`src/rtl/execute_pkg.sv`:
```
// Shared operation codes, divider state/op types and control-field bundle for the execute stage.
package execute_pkg;

   localparam logic [4:0] ALU_ADD    = 5'd0;
   localparam logic [4:0] ALU_SUB    = 5'd1;
   localparam logic [4:0] ALU_SLL    = 5'd2;
   localparam logic [4:0] ALU_SLT    = 5'd3;
   localparam logic [4:0] ALU_SLTU   = 5'd4;
   localparam logic [4:0] ALU_XOR    = 5'd5;
   localparam logic [4:0] ALU_SRL    = 5'd6;
   localparam logic [4:0] ALU_SRA    = 5'd7;
   localparam logic [4:0] ALU_OR     = 5'd8;
   localparam logic [4:0] ALU_AND    = 5'd9;
   localparam logic [4:0] ALU_PASSB  = 5'd10;
   localparam logic [4:0] ALU_MUL    = 5'd11;
   localparam logic [4:0] ALU_MULH   = 5'd12;
   localparam logic [4:0] ALU_MULHSU = 5'd13;
   localparam logic [4:0] ALU_MULHU  = 5'd14;
   localparam logic [4:0] ALU_DIV    = 5'd15;
   localparam logic [4:0] ALU_DIVU   = 5'd16;
   localparam logic [4:0] ALU_REM    = 5'd17;
   localparam logic [4:0] ALU_REMU   = 5'd18;

   typedef enum logic [1:0] {DIV_IDLE, DIV_BUSY, DIV_DONE} div_state_e;
   typedef enum logic [1:0] {DOP_DIV, DOP_DIVU, DOP_REM, DOP_REMU} div_op_e;

   typedef struct packed {
      logic       rd_we;
      logic [4:0] rd_addr;
      logic [1:0] res_src;
      logic       mem_we;
   } ctrl_t;

   function automatic logic is_div_op(input logic [4:0] c);
      return (c == ALU_DIV) || (c == ALU_DIVU) || (c == ALU_REM) || (c == ALU_REMU);
   endfunction

   function automatic div_op_e to_div_op(input logic [4:0] c);
      case (c)
         ALU_DIVU: return DOP_DIVU;
         ALU_REM:  return DOP_REM;
         ALU_REMU: return DOP_REMU;
         default:  return DOP_DIV;
      endcase
   endfunction

endpackage

```
`src/rtl/execute_if.sv`:
```
// Decode-to-execute inputs and execute-to-memory outputs bundled as one port group.
interface execute_if #(parameter int XLEN = 32);
   logic            in_valid;
   logic [XLEN-1:0] pc_in;
   logic [XLEN-1:0] next_pc_in;
   logic [XLEN-1:0] rs1_data;
   logic [XLEN-1:0] rs2_data;
   logic [XLEN-1:0] imm;
   logic            alu_src_a;
   logic            alu_src_b;
   logic [4:0]      alu_ctrl;
   logic            rd_write_enable_in;
   logic [4:0]      rd_write_addr_in;
   logic [1:0]      res_src_in;
   logic            mem_write_enable_in;
   logic            stall_out;
   logic [XLEN-1:0] exec_data_out;
   logic [XLEN-1:0] mem_write_data_out;
   logic            mem_write_enable_out;
   logic [XLEN-1:0] next_pc_out;
   logic            rd_write_enable_out;
   logic [4:0]      rd_write_addr_out;
   logic [1:0]      res_src_out;

   modport master (
      output in_valid, pc_in, next_pc_in, rs1_data, rs2_data, imm, alu_src_a, alu_src_b,
             alu_ctrl, rd_write_enable_in, rd_write_addr_in, res_src_in, mem_write_enable_in,
      input  stall_out, exec_data_out, mem_write_data_out, mem_write_enable_out, next_pc_out,
             rd_write_enable_out, rd_write_addr_out, res_src_out
   );

   modport slave (
      input  in_valid, pc_in, next_pc_in, rs1_data, rs2_data, imm, alu_src_a, alu_src_b,
             alu_ctrl, rd_write_enable_in, rd_write_addr_in, res_src_in, mem_write_enable_in,
      output stall_out, exec_data_out, mem_write_data_out, mem_write_enable_out, next_pc_out,
             rd_write_enable_out, rd_write_addr_out, res_src_out
   );
endinterface

```
`src/rtl/execute_div_unit.sv`:
```
// Iterative restoring divider: magnitudes in, one quotient bit per cycle, sign fixed on the last step.
module div_unit
   import execute_pkg::*;
#(
   parameter int XLEN = 32
) (
   input  logic            clk,
   input  logic            rst_n,
   input  logic            start,
   input  div_op_e         op,
   input  logic [XLEN-1:0] a,
   input  logic [XLEN-1:0] b,
   output logic            busy,
   output logic            done,
   output logic [XLEN-1:0] result
);

   localparam int CW = $clog2(XLEN);

   div_state_e      state_q, state_d;
   logic [CW-1:0]   cnt_q;
   logic [XLEN-1:0] quo_q, rem_q, dvs_q, res_q;
   logic            neg_q_q, neg_r_q, is_rem_q;

   logic            signed_op, rem_op, a_neg, b_neg, div0, ovf, special, ge, last;
   logic [XLEN-1:0] a_abs, b_abs, spec_res, quo_nx, rem_nx, fix_res;
   logic [XLEN:0]   rem_sh, diff;

   always_comb begin
      signed_op = (op == DOP_DIV) || (op == DOP_REM);
      rem_op    = (op == DOP_REM) || (op == DOP_REMU);
      a_neg     = signed_op & a[XLEN-1];
      b_neg     = signed_op & b[XLEN-1];
      a_abs     = a_neg ? -a : a;
      b_abs     = b_neg ? -b : b;
      div0      = (b == '0);
      ovf       = signed_op && (a == {1'b1, {(XLEN-1){1'b0}}}) && (b == '1);
      special   = div0 | ovf;
      // Overflow quotient is the dividend itself (most negative value).
      if (div0) spec_res = rem_op ? a : '1;
      else      spec_res = rem_op ? '0 : a;
   end

   always_comb begin
      rem_sh  = {rem_q, quo_q[XLEN-1]};
      diff    = rem_sh - {1'b0, dvs_q};
      ge      = ~diff[XLEN];
      rem_nx  = ge ? diff[XLEN-1:0] : rem_sh[XLEN-1:0];
      quo_nx  = {quo_q[XLEN-2:0], ge};
      fix_res = is_rem_q ? (neg_r_q ? -rem_nx : rem_nx) : (neg_q_q ? -quo_nx : quo_nx);
      last    = (cnt_q == CW'(XLEN-1));
   end

   always_ff @(posedge clk or negedge rst_n) begin
      if (!rst_n) state_q <= DIV_IDLE;
      else        state_q <= state_d;
   end

   always_comb begin
      state_d = state_q;
      busy    = 1'b0;
      done    = 1'b0;
      case (state_q)
         DIV_IDLE: if (start) state_d = special ? DIV_DONE : DIV_BUSY;
         DIV_BUSY: begin
            busy = 1'b1;
            if (last) state_d = DIV_DONE;
         end
         DIV_DONE: begin
            done    = 1'b1;
            state_d = DIV_IDLE;
         end
         default: state_d = DIV_IDLE;
      endcase
   end

   always_ff @(posedge clk or negedge rst_n) begin
      if (!rst_n) begin
         cnt_q    <= '0;
         quo_q    <= '0;
         rem_q    <= '0;
         dvs_q    <= '0;
         res_q    <= '0;
         neg_q_q  <= 1'b0;
         neg_r_q  <= 1'b0;
         is_rem_q <= 1'b0;
      end else if (state_q == DIV_IDLE && start) begin
         if (special) begin
            res_q <= spec_res;
         end else begin
            quo_q    <= a_abs;
            rem_q    <= '0;
            dvs_q    <= b_abs;
            cnt_q    <= '0;
            neg_q_q  <= a_neg ^ b_neg;
            neg_r_q  <= a_neg;
            is_rem_q <= rem_op;
         end
      end else if (state_q == DIV_BUSY) begin
         quo_q <= quo_nx;
         rem_q <= rem_nx;
         cnt_q <= cnt_q + 1'b1;
         if (last) res_q <= fix_res;
      end
   end

   assign result = res_q;

endmodule

```
`src/rtl/execute.sv`:
```
// Execute stage: combinational ALU/multiplier, iterative divider, registered outputs to memory stage.
module execute
   import execute_pkg::*;
#(
   parameter int XLEN   = 32,
   parameter bit MUL_EN = 1'b1
) (
   input logic       clk,
   input logic       rst_n,
   execute_if.slave  bus
);

   localparam int SW = $clog2(XLEN);

   logic [XLEN-1:0] op_a, op_b, alu_res, mul_res, div_result;
   logic [XLEN-1:0] hold_pc, hold_store;
   logic [SW-1:0]   shamt;
   logic            div_busy, div_done, div_idle, div_start, stall;
   ctrl_t           hold_ctrl;

   assign op_a  = bus.alu_src_a ? bus.pc_in : bus.rs1_data;
   assign op_b  = bus.alu_src_b ? bus.imm   : bus.rs2_data;
   assign shamt = op_b[SW-1:0];

   generate
      if (MUL_EN) begin : g_mul
         logic signed [XLEN:0]   ma, mb;
         logic        [2*XLEN-1:0] prod;
         // 33-bit operands cover every signedness mix; the low 64 product bits are exact.
         always_comb begin
            ma      = $signed({((bus.alu_ctrl == ALU_MULH) || (bus.alu_ctrl == ALU_MULHSU)) & op_a[XLEN-1], op_a});
            mb      = $signed({(bus.alu_ctrl == ALU_MULH) & op_b[XLEN-1], op_b});
            prod    = (2*XLEN)'(ma) * (2*XLEN)'(mb);
            mul_res = (bus.alu_ctrl == ALU_MUL) ? prod[XLEN-1:0] : prod[2*XLEN-1:XLEN];
         end
      end else begin : g_nomul
         assign mul_res = '0;
      end
   endgenerate

   always_comb begin
      alu_res = '0;
      case (bus.alu_ctrl)
         ALU_ADD:    alu_res = op_a + op_b;
         ALU_SUB:    alu_res = op_a - op_b;
         ALU_SLL:    alu_res = op_a << shamt;
         ALU_SLT:    alu_res = {{(XLEN-1){1'b0}}, $signed(op_a) < $signed(op_b)};
         ALU_SLTU:   alu_res = {{(XLEN-1){1'b0}}, op_a < op_b};
         ALU_XOR:    alu_res = op_a ^ op_b;
         ALU_SRL:    alu_res = op_a >> shamt;
         ALU_SRA:    alu_res = $signed(op_a) >>> shamt;
         ALU_OR:     alu_res = op_a | op_b;
         ALU_AND:    alu_res = op_a & op_b;
         ALU_PASSB:  alu_res = op_b;
         ALU_MUL, ALU_MULH, ALU_MULHSU, ALU_MULHU: alu_res = mul_res;
         default:    alu_res = '0;
      endcase
   end

   assign div_idle  = ~div_busy & ~div_done;
   assign div_start = bus.in_valid & is_div_op(bus.alu_ctrl) & div_idle;
   assign stall     = div_busy | div_start;
   assign bus.stall_out = rst_n & stall;

   div_unit #(.XLEN(XLEN)) u_div (
      .clk    (clk),
      .rst_n  (rst_n),
      .start  (div_start),
      .op     (to_div_op(bus.alu_ctrl)),
      .a      (op_a),
      .b      (op_b),
      .busy   (div_busy),
      .done   (div_done),
      .result (div_result)
   );

   // Decode may change its inputs once the divide is accepted; keep what it presented at start.
   always_ff @(posedge clk or negedge rst_n) begin
      if (!rst_n) begin
         hold_ctrl  <= '0;
         hold_pc    <= '0;
         hold_store <= '0;
      end else if (div_start) begin
         hold_ctrl  <= '{rd_we: bus.rd_write_enable_in, rd_addr: bus.rd_write_addr_in,
                        res_src: bus.res_src_in, mem_we: bus.mem_write_enable_in};
         hold_pc    <= bus.next_pc_in;
         hold_store <= bus.rs2_data;
      end
   end

   always_ff @(posedge clk or negedge rst_n) begin
      if (!rst_n) begin
         bus.exec_data_out        <= '0;
         bus.mem_write_data_out   <= '0;
         bus.mem_write_enable_out <= 1'b0;
         bus.next_pc_out          <= '0;
         bus.rd_write_enable_out  <= 1'b0;
         bus.rd_write_addr_out    <= '0;
         bus.res_src_out          <= '0;
      end else if (div_done) begin
         bus.exec_data_out        <= div_result;
         bus.mem_write_data_out   <= hold_store;
         bus.mem_write_enable_out <= hold_ctrl.mem_we;
         bus.next_pc_out          <= hold_pc;
         bus.rd_write_enable_out  <= hold_ctrl.rd_we;
         bus.rd_write_addr_out    <= hold_ctrl.rd_addr;
         bus.res_src_out          <= hold_ctrl.res_src;
      end else begin
         bus.exec_data_out        <= alu_res;
         bus.mem_write_data_out   <= bus.rs2_data;
         bus.mem_write_enable_out <= bus.in_valid & ~stall & bus.mem_write_enable_in;
         bus.next_pc_out          <= bus.next_pc_in;
         bus.rd_write_enable_out  <= bus.in_valid & ~stall & bus.rd_write_enable_in;
         bus.rd_write_addr_out    <= bus.rd_write_addr_in;
         bus.res_src_out          <= bus.res_src_in;
      end
   end

endmodule

```
`src/flat_wrapper.sv`:
```
// flat-port wrapper written by rule: the top's interface ports become plain ports
module execute_flat import execute_pkg::*;
#(
   parameter int XLEN   = 32,
   parameter bit MUL_EN = 1'b1
)
  (clk, rst_n, bus_in_valid, bus_pc_in, bus_next_pc_in, bus_rs1_data, bus_rs2_data, bus_imm, bus_alu_src_a, bus_alu_src_b, bus_alu_ctrl, bus_rd_write_enable_in, bus_rd_write_addr_in, bus_res_src_in, bus_mem_write_enable_in, bus_stall_out, bus_exec_data_out, bus_mem_write_data_out, bus_mem_write_enable_out, bus_next_pc_out, bus_rd_write_enable_out, bus_rd_write_addr_out, bus_res_src_out);
  execute_if #(.XLEN(XLEN)) bus_i ();
  input logic clk;
  input logic rst_n;
  input wire logic [$bits(bus_i.in_valid)-1:0] bus_in_valid;
  input wire logic [$bits(bus_i.pc_in)-1:0] bus_pc_in;
  input wire logic [$bits(bus_i.next_pc_in)-1:0] bus_next_pc_in;
  input wire logic [$bits(bus_i.rs1_data)-1:0] bus_rs1_data;
  input wire logic [$bits(bus_i.rs2_data)-1:0] bus_rs2_data;
  input wire logic [$bits(bus_i.imm)-1:0] bus_imm;
  input wire logic [$bits(bus_i.alu_src_a)-1:0] bus_alu_src_a;
  input wire logic [$bits(bus_i.alu_src_b)-1:0] bus_alu_src_b;
  input wire logic [$bits(bus_i.alu_ctrl)-1:0] bus_alu_ctrl;
  input wire logic [$bits(bus_i.rd_write_enable_in)-1:0] bus_rd_write_enable_in;
  input wire logic [$bits(bus_i.rd_write_addr_in)-1:0] bus_rd_write_addr_in;
  input wire logic [$bits(bus_i.res_src_in)-1:0] bus_res_src_in;
  input wire logic [$bits(bus_i.mem_write_enable_in)-1:0] bus_mem_write_enable_in;
  output wire logic [$bits(bus_i.stall_out)-1:0] bus_stall_out;
  output wire logic [$bits(bus_i.exec_data_out)-1:0] bus_exec_data_out;
  output wire logic [$bits(bus_i.mem_write_data_out)-1:0] bus_mem_write_data_out;
  output wire logic [$bits(bus_i.mem_write_enable_out)-1:0] bus_mem_write_enable_out;
  output wire logic [$bits(bus_i.next_pc_out)-1:0] bus_next_pc_out;
  output wire logic [$bits(bus_i.rd_write_enable_out)-1:0] bus_rd_write_enable_out;
  output wire logic [$bits(bus_i.rd_write_addr_out)-1:0] bus_rd_write_addr_out;
  output wire logic [$bits(bus_i.res_src_out)-1:0] bus_res_src_out;
  assign bus_i.in_valid = bus_in_valid;
  assign bus_i.pc_in = bus_pc_in;
  assign bus_i.next_pc_in = bus_next_pc_in;
  assign bus_i.rs1_data = bus_rs1_data;
  assign bus_i.rs2_data = bus_rs2_data;
  assign bus_i.imm = bus_imm;
  assign bus_i.alu_src_a = bus_alu_src_a;
  assign bus_i.alu_src_b = bus_alu_src_b;
  assign bus_i.alu_ctrl = bus_alu_ctrl;
  assign bus_i.rd_write_enable_in = bus_rd_write_enable_in;
  assign bus_i.rd_write_addr_in = bus_rd_write_addr_in;
  assign bus_i.res_src_in = bus_res_src_in;
  assign bus_i.mem_write_enable_in = bus_mem_write_enable_in;
  assign bus_stall_out = bus_i.stall_out;
  assign bus_exec_data_out = bus_i.exec_data_out;
  assign bus_mem_write_data_out = bus_i.mem_write_data_out;
  assign bus_mem_write_enable_out = bus_i.mem_write_enable_out;
  assign bus_next_pc_out = bus_i.next_pc_out;
  assign bus_rd_write_enable_out = bus_i.rd_write_enable_out;
  assign bus_rd_write_addr_out = bus_i.rd_write_addr_out;
  assign bus_res_src_out = bus_i.res_src_out;
  execute #(.XLEN(XLEN), .MUL_EN(MUL_EN)) u_core (.clk(clk), .rst_n(rst_n), .bus(bus_i));
endmodule
```
`config.mk`:
```
export PLATFORM = sky130hd
export DESIGN_NAME = execute_flat
export DESIGN_NICKNAME = d
export VERILOG_FILES = /design/src/rtl/execute_pkg.sv /design/src/rtl/execute_if.sv /design/src/rtl/execute_div_unit.sv /design/src/rtl/execute.sv /design/src/flat_wrapper.sv
export SDC_FILE = /design/constraint.sdc
export NUM_CORES = 2
export LEC_CHECK = 0
export BUFFER_PORTS_ARGS = -buffer_cell sky130_fd_sc_hd__buf_2
export CAP_MARGIN = 0
export CORE_ASPECT_RATIO = 1.25
export CORE_MARGIN = 2
export CORE_UTILIZATION = 40
export DETAILED_ROUTE_END_ITERATION = 10
export PLACE_DENSITY_LB_ADDON = 0.15
export SETUP_SLACK_MARGIN = 0.1
export SYNTH_ARGS = -nofsm -noshare
export SYNTH_HDL_FRONTEND = slang
export SYNTH_SLANG_ARGS = --single-unit
```
`constraint.sdc`:
```
create_clock -name clk -period 11 [get_ports clk]
set_input_delay 2.2 -clock clk [delete_from_list [all_inputs] [get_ports clk]]
set_output_delay 2.2 -clock clk [all_outputs]
set_load 0.01 [all_outputs]
```
# After elaboration in Yosys (flattened, before gate mapping)
# Index checks and enable logic that the tools add are counted.
[word_totals]
out_inout_bits = 106
inputBits = 179
reg_bits = 316
[classes]
reduce_logical = 20
n_eq_ne = 29
n_addsub = 8
mux = 40
n_bitwise = 22
shifts = 3
mul = 1
n_lt_le_gt_ge = 2
[ops]
columns = ["cell", "count"]
rows = [
  ["$mux 32", 25],
  ["$pmux 32 s12", 1],
  ["$neg 32->32", 4],
  ["$eq 32x32->1 const B", 2],
  ["$lt 32x32->1", 2],
  ["$mul 33x33->64", 1],
  ["$eq 5x4->1 const B", 8],
  ["$sub 33x32->33", 1],
  ["$add 32x32->32", 1],
  ["$and 32x32->32", 1],
  ["$logic_not 32->1", 1],
  ["$or 32x32->32", 1],
  ["$shl 32x5->32", 1],
  ["$shr 32x5->32", 1],
  ["$sshr 32x5->32", 1],
  ["$sub 32x32->32", 1],
  ["$xor 32x32->32", 1],
  ["$eq 5x3->1 const B", 4],
  ["$eq 5x5->1 const B", 4],
  ["$mux 5", 4],
  ["$and 1x1->1", 11],
  ["$eq 5x2->1 const B", 2],
  ["$mux 2", 4],
  ["$eq 2x2->1 const B", 3],
  ["other kinds (19)", 40],
]

# Logic depth before layout (Yosys ltp)
[logic_depth]
depth_word = 11
depth_mapped = 40
ltp_nobuf = 32

# Hierarchy
# A second synthesis with hierarchy kept.
[hier_totals]
hier_cells = 7833
area_unflattened_um2 = 65372.7
[by_module_without_submodules]
columns = ["mod", "seq_area_each_um2", "n_inst", "cells_each", "area_per_inst_um2"]
rows = [
  ["execute", 4454.3, 1, 6289, 53362.4],
  ["div_unit", 3453.3, 1, 1544, 12010.3],
]

# Worst setup path after synthesis
# OpenSTA, ideal clock, no wires.
[synth_path]
path_kind = "input -> register"
startpoint = "input port bus_alu_src_b"
endpoint = "register u_core.bus.exec_data_out[28]"
setup_slack_ps = -1065
t_arrival_ps = 11941
n_path_buf = 9
path_stages = 38
setup_ps = 124
cell_sequence = "buf_4 buf_4 buf_6 buf_6 buf_6 mux2i_1 buf_2 buf_1 clkbuf_1 clkbuf_1 nor3_1 fa_1 inv_1 fa_1 inv_1 fa_1 inv_1 fa_1 [... 2 more ...] fa_1 fa_1 inv_1 fa_1 inv_1 ha_1 a21o_1 a21o_1 a21oi_1 o21ai_0 a21oi_1 nand2_1 a2111oi_0 a21oi_1 a311oi_1 o21ba_2 mux2i_1 o31a_1"
[synth_via]
elab_chain_len = 6
elab_cells_between_ends = 14
cone_classes = "add/sub: 2; mul: 1; shift: 3; mux: 4; bitwise: 4"
[synth_lines]
columns = ["element", "line_no", "rtl"]
rows = [
  ["from (decl)", "flat_wrapper.sv:18", "input wire logic [$bits(bus_i.alu_src_b)-1:0] bus_alu_src_b;"],
  ["$mux 32 *", "execute.sv:22", "assign op_b = bus.alu_src_b ? bus.imm : bus.rs2_data;"],
  ["$and 1x1->1", "execute.sv:32", "mb = $signed({(bus.alu_ctrl == ALU_MULH) & op_b[XLEN-1], op_b});"],
  ["$mul 33x33->64", "execute.sv:33", "prod = (2*XLEN)'(ma) * (2*XLEN)'(mb);"],
  ["$mux 32", "execute.sv:34", "mul_res = (bus.alu_ctrl == ALU_MUL) ? prod[XLEN-1:0] : prod[2*XLEN-1:XLEN];"],
  ["$pmux 32 s12 *", "execute.sv:43", "case (bus.alu_ctrl)"],
  ["$mux 32 *", "execute.sv:100", "end else if (div_done) begin"],
  ["to (signal assigned)", "execute.sv:101", "bus.exec_data_out <= div_result;"],
  ["to (signal assigned)", "execute.sv:109", "bus.exec_data_out <= alu_res;"],
  ["to (decl)", "execute_if.sv:35", "output stall_out, exec_data_out, mem_write_data_out, mem_write_enable_out, next_pc_out,"],
]
# Every way passes the cells marked *; elsewhere a longest branch is shown, timed or not.
# A chain may end at the register's enable or synchronous reset.

# Final worst setup path
[layout_path]
startpoint = "input port bus_alu_src_b"
endpoint = "register u_core.bus.exec_data_out[21]"
# Same word-level chain as after synthesis.

==> reports/results.ini <==
[floorplanning]
num_rows = 164
die_area_um2 = 164000
pin_count = 285
coreArea_um2 = 160000
die_w_um = 362
start_util = 0.402
die_height_um = 452

[sta]
fmax_mhz = 94.1
worstMarginPinSlew_ns = 1.38
finalCritPeriodShare = 0.966
hold_ws_ns = 0.481
rsz0062_at_grt = yes
final_hold_viol_count = 0
finClkSkew_ns = 0.0400
setup_viol = 0
min_period_ns = 10.63
slew_violations = 0
slew_headroom = 0.0748

[setup_path]
required_ns = 11.48
crit_path_max_fanout = 10
r2r_slack_ns = 4.62
rr_worst_depth = 22
cp_common_cell = fa_1
end_kind = flop
rr_endpoint = u_core.u_div.result[30]
cp-start-kind = primary input
arrival_ns = 11.11
worst_path_max_delay_cell = fa_1
worstSetupPathType = primary input to flop
max_stage_delay_ns = 0.59
regToRegStartpoint = u_core.u_div.quo_q[31]

[yosys]
synthArstFlopShare = 1.00
syn-num-nets = 9239
synthCells = 7581
synth_area_leaders = fa_1 35%, dfrtp_1 12%, inv_1 7.7%, ha_1 6.8%, nand2_1 6.3%
synth-simple-area-share = 0.140
synth_top_family_by_area = adder cells
synth_area_um2 = 64200
synth_seq_cells = 316
synth-adder-area-share = 0.420
synth.top_cells.by_count = 1,320 x inv_1, 1,128 x fa_1, 1,074 x nand2_1
synth_most_common_cell = inv_1
synth-main-ff-cell = dfrtp_1
synth_compound_area_frac = 0.130
synth_cell_types = 95
yosysTopAreaCell = fa_1
synth-xor-area-share = 0.0313
ys_warn_count = 0
synth_edf_count = 0
syn_avg_cell_area_um2 = 8.46
synthMuxAreaShare = 0.0481
synth_top_area_share = 0.352
synth_seq_area_share = 0.123

[global_route]
antenna_found_initial = 27
grt_pass1_wl_um = 455000
grt_pass1_vias = 61900
overflow = 0
grt_max_degree = 82
grt.total_usage = 0.391

[route]
vias = 58900
drt-pass1-iter-count = 7
drt-vias-per-instance = 5.68
avgRoutedWirePerCell_um = 30.7
wirelength_um = 319000
antenna_left = 0
drtIter0Drc = 5308
drcViolationCount = 0

[cts]
cts_sinks = 316
cts-root-buf = clkbuf_16
cts_tree = yes
ctsLongestPathBuffers = 3
cts_inserted_buffers = 34
cts_setup_buffers = 0
clk_latency_ns = 0.62
htreeDepth = 2
clk_pin_slew_ns = 0.06

[worst_hold_path]
whs_endpoint = u_core.u_div.dvs_q[30]
holdPathStages = 2
hp-start = u_core.u_div.dvs_q[30]
hp-class = flop to flop

[placement]
place_hpwl_um = 269000
gp_congestion = 1.06
io_buffers = 284

[finish]
final_layout_size_suffix_gt1_frac = 0.177
area_delta_synth_final_pct = 18.4
nets = 9927
fillers = 15700

[run]
drv_cap = 0

[outcome]
status = completed

## registers in the layout, summed over array words and instances, names as in the netlist
signal,cells
u_core.u_div.is_rem_q,1
u_core.bus.mem_write_enable_out,1
u_core.bus.rd_write_enable_out,1
u_core.u_div.neg_q_q,1
u_core.hold_pc,32
u_core.bus.exec_data_out,32
u_core.u_div.neg_r_q,1
u_core.u_div.dvs_q,32
u_core.hold_store,32
u_core.bus.mem_write_data_out,32
u_core.u_div.cnt_q,5
u_core.u_div.rem_q,32
u_core.u_div.quo_q,32
u_core.u_div.state_q,2
u_core.bus.rd_write_addr_out,5
u_core.hold_ctrl,9
u_core.bus.next_pc_out,32
u_core.bus.res_src_out,2
u_core.u_div.result,32
## critical path: cells and delay by family
kind,cells,cell delay (ns)
AO/OA/AOI/OAI,6,1.70
XOR/XNOR,1,0.16
adder cells (fa/ha/maj),9,4.37
buffers and inverters,9,1.42
multiplexers,1,0.42
AND/OR/NAND/NOR,5,0.83
## per-layer routing
metal,part of all wire,track usage,vias to the layer above
li1,-,-,25400
met1,0.38,0.466,30200
met2,0.47,0.644,2523
met3,0.068,0.0630,768
met4,0.089,0.274,24
met5,0.00054,0,-
## placed cells by master (no fill, tap or decap), types with 22 or more instances in the layout
cell,n
a211oi_1,56
a21o_1,47
a21oi_1,388
a221oi_1,44
a31oi_1,49
and2_1,29
and3_1,24
buf_12,141
buf_2,282
buf_4,678
clkbuf_16,34
dfrtp_1,316
fa_1,1125
ha_1,349
inv_1,1312
mux2_2,165
mux2i_1,63
mux2i_2,36
nand2_1,1070
nand3_1,95
nand4_1,28
nor2_1,680
nor3_1,51
o211ai_1,49
o21a_1,22
o21ai_0,366
o221ai_1,23
o22ai_1,30
o31ai_1,33
or3_1,30
xnor2_1,183
xor2_1,45
## cell families after synthesis
logic type | count (synthesis)
buffers and inverters | 1800
AOI/OAI and AO/OA | 1328
DFF | 316
adders and majority gates | 1479
and+or+nand+nor | 2147
muxes | 282
xor gates and xnor gates | 229
## layout make-up
cell class,instances,area [um2],area share
well taps,2075,2600,0.0342
flip-flops and latches,316,7910,0.104
clock buffers,44,948,0.0125
repair buffers,1103,9350,0.123
inverters,1349,5070,0.0668
clock inverters,18,215,0.00283
multi-input cells,5465,49800,0.656
diodes,8,20.0,0.000264
## worst max-delay path by stage
stage	start	endpoint	slack [ns]	cells after the start
after floorplan	bus_alu_src_b	u_core.bus.exec_data_out[28]	0.006	39
after global placement	bus_alu_ctrl[1]	u_core.bus.exec_data_out[30]	-0.55	34
after detailed placement	bus_alu_ctrl[4]	u_core.bus.exec_data_out[30]	-0.54	34
after CTS	bus_alu_ctrl[4]	u_core.bus.exec_data_out[30]	0.26	34
after global routing	bus_alu_src_a	u_core.bus.exec_data_out[31]	0.10	33
final	bus_alu_src_b	u_core.bus.exec_data_out[21]	0.37	31
## per-stage QoR
| step | area (um2) | setup slack, ns | instances | utilization | TNS [ns] |
|---|---|---|---|---|---|
| 2_1_floorplan | 64400 | 0.00604 | 7581 | - | 0 |
| 3_3_place_gp | 74700 | -0.554 | 10300 | 0.468 | -2.46 |
| 3_5_place_dp | 74700 | -0.537 | 10300 | 0.468 | -1.88 |
| 4_1_cts | 75900 | 0.257 | 10400 | 0.475 | 0 |
| 5_1_grt | 75900 | 0.105 | 10400 | 0.476 | 0 |
| 6_report | 76000 | 0.374 | 10400 | 0.476 | 0 |
## what timing repair did
item | 4_1_cts | 5_1_grt
gates resized for setup | 1 | 7
hold buffers | 0 | 0
endpoints found under the setup margin | 1 | 3
Power is not shown: default switching activity piles up to over one toggle a cycle in this logic, so the estimate is an artifact.
